**src/rtl/alu_share_ctrl.sv**
```systemverilog
// Round-robin sequencer sharing one 8-bit ALU between two requesters.
// Holds operands for SETTLE_CYCLES edges, then returns RESULT/ZERO.
module alu_share_ctrl #(
  parameter int unsigned SETTLE_CYCLES = 2
) (
  input  logic        CLK,
  input  logic        RESET,
  input  logic [1:0]  REQ_VALID,
  output logic [1:0]  REQ_READY,
  input  logic [7:0]  REQ_OP,
  input  logic [15:0] REQ_A,
  input  logic [15:0] REQ_B,
  output logic [1:0]  RSP_VALID,
  output logic [7:0]  RSP_RESULT,
  output logic        RSP_ZERO,
  output logic [7:0]  ALU_DATA1,
  output logic [7:0]  ALU_DATA2,
  output logic [2:0]  ALU_SELECT,
  input  logic [7:0]  ALU_RESULT,
  input  logic        ALU_ZERO,
  output logic        BUSY
);

  localparam logic [3:0] SETTLE = 4'(SETTLE_CYCLES);

  typedef enum logic {IDLE, EXEC} state_t;

  state_t     state, state_d;
  logic [3:0] cnt;
  logic       pri;
  logic       owner;
  logic       win;
  logic       grant;
  logic       done;
  logic [3:0] op_w;
  logic [7:0] a_w;
  logic [7:0] b_w;
  logic [7:0] b_eff;

  always_comb begin
    win     = pri;
    state_d = state;
    unique case (REQ_VALID)
      2'b01:   win = 1'b0;
      2'b10:   win = 1'b1;
      default: win = pri;
    endcase
    grant = (state == IDLE) && (|REQ_VALID);
    done  = (state == EXEC) && (cnt == 4'd1);
    REQ_READY = 2'b00;
    if (grant) REQ_READY = win ? 2'b10 : 2'b01;
    op_w = win ? REQ_OP[7:4] : REQ_OP[3:0];
    a_w  = win ? REQ_A[15:8] : REQ_A[7:0];
    b_w  = win ? REQ_B[15:8] : REQ_B[7:0];
    // negate-B only means something for the add code
    b_eff = b_w;
    if (op_w[3] && op_w[2:0] == 3'b001)
      b_eff = ~b_w + 8'd1;
    unique case (state)
      IDLE:    if (grant) state_d = EXEC;
      EXEC:    if (done) state_d = IDLE;
      default: state_d = IDLE;
    endcase
    BUSY = (state == EXEC);
  end

  always_ff @(posedge CLK or negedge RESET) begin
    if (!RESET) state <= IDLE;
    else        state <= state_d;
  end

  always_ff @(posedge CLK or negedge RESET) begin
    if (!RESET) begin
      cnt        <= 4'd0;
      pri        <= 1'b0;
      owner      <= 1'b0;
      ALU_DATA1  <= 8'h00;
      ALU_DATA2  <= 8'h00;
      ALU_SELECT <= 3'b000;
      RSP_VALID  <= 2'b00;
      RSP_RESULT <= 8'h00;
      RSP_ZERO   <= 1'b0;
    end else begin
      RSP_VALID <= 2'b00;
      if (grant) begin
        ALU_DATA1  <= a_w;
        ALU_DATA2  <= b_eff;
        ALU_SELECT <= op_w[2:0];
        owner      <= win;
        pri        <= ~win;
        cnt        <= SETTLE;
      end else if (state == EXEC) begin
        cnt <= cnt - 4'd1;
        if (done) begin
          RSP_RESULT <= ALU_RESULT;
          RSP_ZERO   <= ALU_ZERO;
          RSP_VALID  <= owner ? 2'b10 : 2'b01;
        end
      end
    end
  end

endmodule

```
**config.mk**
```make
export PLATFORM = sky130hd
export DESIGN_NAME = alu_share_ctrl
export DESIGN_NICKNAME = d
export VERILOG_FILES = /design/src/rtl/alu_share_ctrl.sv
export SDC_FILE = /design/constraint.sdc
export NUM_CORES = 1
export LEC_CHECK = 0
export ABC_AREA = 1
export BUFFER_PORTS_ARGS = -buffer_cell sky130_fd_sc_hd__buf_2
export CAP_MARGIN = 20
export CORE_ASPECT_RATIO = 0.5
export CORE_MARGIN = 2
export CORE_UTILIZATION = 47
export DETAILED_ROUTE_END_ITERATION = 16
export PLACE_DENSITY = 0.78
export RECOVER_POWER = 100
export SYNTH_ARGS = -nofsm -noshare
export SYNTH_HDL_FRONTEND = slang
export SYNTH_SLANG_ARGS = --single-unit
```
**constraint.sdc**
```tcl
create_clock -name CLK -period 1.83 [get_ports CLK]
set_clock_uncertainty 0.1 [all_clocks]
set_input_delay 0.366 -clock CLK [delete_from_list [all_inputs] [get_ports CLK]]
set_output_delay 0.366 -clock CLK [all_outputs]
set_load 0.05 [all_outputs]
```
==> reports/summary.md <==
Setup violations remaining at the end of the flow were counted as 0. The routed wirelength normalized by instance count is 13.71 um, and the largest incremental delay on the critical path is 0.29 ns. The via count of the first global-routing pass was 2,052. Subtracting the final worst setup slack from the clock period gives 1.810 ns. The run gives 3.913 mm as the total half-perimeter wirelength after legalization and detailed placement.

For this run, the number of Yosys warnings is 0. The run finished with clean final reports. The worst-skew pair later-pin latency is 0.29 ns.

Setup total negative slack on the finished layout was measured at 0 ns. Portion of the clock cycle consumed by the worst path in the final layout: 0.9891. The area growth from synthesis to layout works out to 54.19%.

After the first detailed-routing iteration, the DRC count stood at 114. Walking the worst path, the cells encountered are buf_6, inv_4, ha_4, inv_4, nand2_4, nand2_4, buf_6, nor2_4, buf_6. For this design the static power due to leakage is 1.731 nW. The run gives 0 as the final max-slew violation count. The library cell used most frequently in the layout, excluding fill and tap cells, is nand2_1. Reg-to-reg critical path startpoint: pri$_DFFE_PN0P_. The headroom to the max-slew limit is 0.2785, and the number of placed cells counting well taps is 429.

The total overflow left after global routing is 0. 0 antenna diodes ended up in the layout. The dominant delay contributor by cell family on the critical path was buffers and inverters.

The tree is rooted in a clkbuf_8. The count of cell types in the netlist was 21; the DRC violations left was 0. The finished layout holds 449 standard cells, fillers aside. Clock-pin slew was measured on the worst setup and hold paths at 0.08 ns. Wires add up to 6.158 mm.

The global-route total usage across every layer was 0.2353; the die extent in y was 49.77 um. Dividing total power by cell area gives a power density of 1825 nW/um2. Port buffering added 85 buffers. In the routed layout, each cell is associated on average with a via count of 5.040. The run gives 0 as the number of antenna violations at the first check in global routing. The run gives 1.34 ns as the data arrival time at the worst-slack endpoint. The logs give 0.4968 for the effective utilization at floorplan and 0 for the number of antenna-violating nets in the routed design.

Slowest cell on the critical path: ha_4. Across the VDD grid, the largest voltage drop is 0.9268 mV. From left edge to right edge, the die measures 95.55 um.

The logs give 37 for the number of sinks driven by the clock tree and 279 for the number of fill cells. The die covers 4755 um2. Tracing the worst setup path back leads to its startpoint at REQ_VALID[0]. The run gives 8.597 mm as the first-pass GRT wire length.

Launch instance of the worst min-delay path: ALU_RESULT[2]. The tools report the required time of the critical path as 1.36 ns. The run gives 16 as the standard-cell row count. Summing all multi-input logic gate instances after layout gives 985.9 um2. The most repeated library cell on the critical path is buf_6. The tools report the max-capacitance violation count as 0. The layout cell share with drive strength beyond 1 was 0.4354.

The detailed router placed 2,263 vias in this run. The number of levels the H-tree was split into was 2; the area of the mapped netlist was 1969 um2. The largest fanout on the critical path was 5; the critical path buffer and inverter count was 5. The number of nets in the synthesized netlist is 325.

The run gives 0.4701 as the share of the yosys chip area belonging to registers. The category of the worst setup path launch point is a primary input. The boundary pin count was 86. The kind of end point of the critical path is an output port. The transition time at the pin with the least slew margin is 1.082 ns, and the number of detailed-routing iterations run before antenna repair is 4. The tools report the count of endpoints failing hold in the final timing report as 0.

Category of the most critical setup path: in2out. TritonCTS created 5 clock buffers. For the setup slack on the worst flop-to-flop path, the log shows 0.06 ns. Setup repair after global routing could not meet its margin everywhere.

Counting every instance in the synthesized netlist gives 268. For this run, the top clock speed supported by timing is 552.5 MHz. For this run, the post-layout net count is 451. The tools report the area inside the core boundary as 3964 um2. The library cells used most frequently in the layout, excluding fill and tap cells, are 106 x nand2_1, 80 x buf_2, 36 x dfrtp_1.

TritonCTS built the clock tree. Entering global routing, the biggest net connects 21 pins. The design draws 5.543 mW.

The flip-flop and latch count after synthesis is 37, and the mean area per synthesized cell is 7.348 um2. The path class of the lowest-slack min-delay path was in2reg. Counting along the longest clock path gives a buffer depth of 2. Registers take 927.1 um2. At the end of routability-driven placement, the weighted congestion stood at 0.8535.
==> metrics by stage <==
| stage | util | instance area [um2] | hold WS, ns | setup WS (ns) |
|---|---|---|---|---|
| after floorplan | - | 2001 | -0.02959 | 0.0008590 |
| after global placement | 0.6787 | 2690 | 0.2292 | -0.1920 |
| after detailed placement | 0.6787 | 2690 | 0.2344 | -0.2726 |
| after CTS | 0.7361 | 2918 | 0.1682 | 0.01761 |
| after global routing | 0.7661 | 3037 | 0.1653 | -0.03744 |
| final | 0.7661 | 3037 | 0.1683 | 0.01991 |
==> metal layers <==
layer | vias to the layer above | part of all wire | global-route usage
met5 | - | 0 | 0
met4 | 0 | 0.030 | 0.08571
met3 | 27 | 0.056 | 0.04434
met2 | 89 | 0.53 | 0.4289
met1 | 1067 | 0.39 | 0.2760
li1 | 1080 | - | -
==> state kept, by name, indices dropped and copies added (netlist names) <==
signal / flops
ALU_DATA1: 8
ALU_DATA2: 8
RSP_RESULT: 8
cnt: 4
ALU_SELECT: 3
RSP_VALID: 2
BUSY: 1
RSP_ZERO: 1
owner: 1
pri: 1
==> repair_timing <==
| item | 4_1_cts | 5_1_grt |
|---|---|---|
| hold buffers | 1 | 0 |
| hold endpoints to repair | 17 | 0 |
| setup endpoints to repair | 2 | 7 |
| gates resized for setup | 13 | 28 |
| pin swaps | 3 | 13 |
| buffers inserted | 5 | 7 |
==> cells in the mapped netlist <==
| library cell | instances | area share |
|---|---|---|
| a21oi_1 | 2 | 0.0051 |
| a31oi_1 | 1 | 0.0032 |
| buf_2 | 2 | 0.0051 |
| buf_6 | 1 | 0.0057 |
| buf_8 | 1 | 0.0076 |
| clkbuf_1 | 4 | 0.0076 |
| clkinv_1 | 1 | 0.0019 |
| dfrtp_1 | 37 | 0.47 |
| ha_1 | 4 | 0.025 |
| inv_1 | 25 | 0.048 |
| inv_2 | 1 | 0.0019 |
| nand2_1 | 116 | 0.22 |
| nand2_2 | 9 | 0.029 |
| nand2_4 | 2 | 0.011 |
| nand3_1 | 37 | 0.094 |
| nor2_1 | 12 | 0.023 |
| nor2_2 | 2 | 0.0064 |
| nor2_4 | 1 | 0.0057 |
| o21ai_0 | 7 | 0.018 |
| o21bai_1 | 2 | 0.0076 |
| or2_2 | 1 | 0.0032 |
==> cells by family after synthesis <==
logic type / after synthesis / share of synthesized area
flip-flops: 37 / 0.4701
AND/OR/NAND/NOR: 180 / 0.3933
buffers and inverters: 35 / 0.07750
adder cells (fa/ha/maj): 4 / 0.02541
AO/OA/AOI/OAI: 12 / 0.03367
==> tightest hold or removal path, delay by kind of cell <==
| family | cells | cell delay (ns) |
|---|---|---|
| and+or+nand+nor | 2 | 0.09 |
| buffers and inverters | 1 | 0.07 |
==> worst paths after layout <==
path	to	cells after the start
max in group asynchronous	BUSY$_DFF_PN0_	3
min in group asynchronous	ALU_DATA2[7]$_DFFE_PN0P_	2
hold reg to reg	RSP_VALID[0]$_DFF_PN0_	1
setup / recovery	REQ_READY[0]	9
hold / removal	RSP_RESULT[2]$_DFFE_PN0P_	3
setup reg to reg	ALU_DATA2[2]$_DFFE_PN0P_	12
==> power by group <==
part / internal, mW / leakage [nW] / switching [mW]
registers: 1.22 / 0.450 / 0.231
logic: 0.967 / 1.21 / 2.25
clock network: 0.549 / 0.0687 / 0.326
total: 2.73 / 1.73 / 2.81
==> final cells by class <==
class	instances	area share
multi-input cells	196	0.3247
clock buffers	5	0.02266
clock inverters	3	0.02266
inverters	27	0.03667
well taps	54	0.02225
flip-flops and latches	37	0.3053
repair buffers	127	0.2658
(Power assumes the default switching activity.)
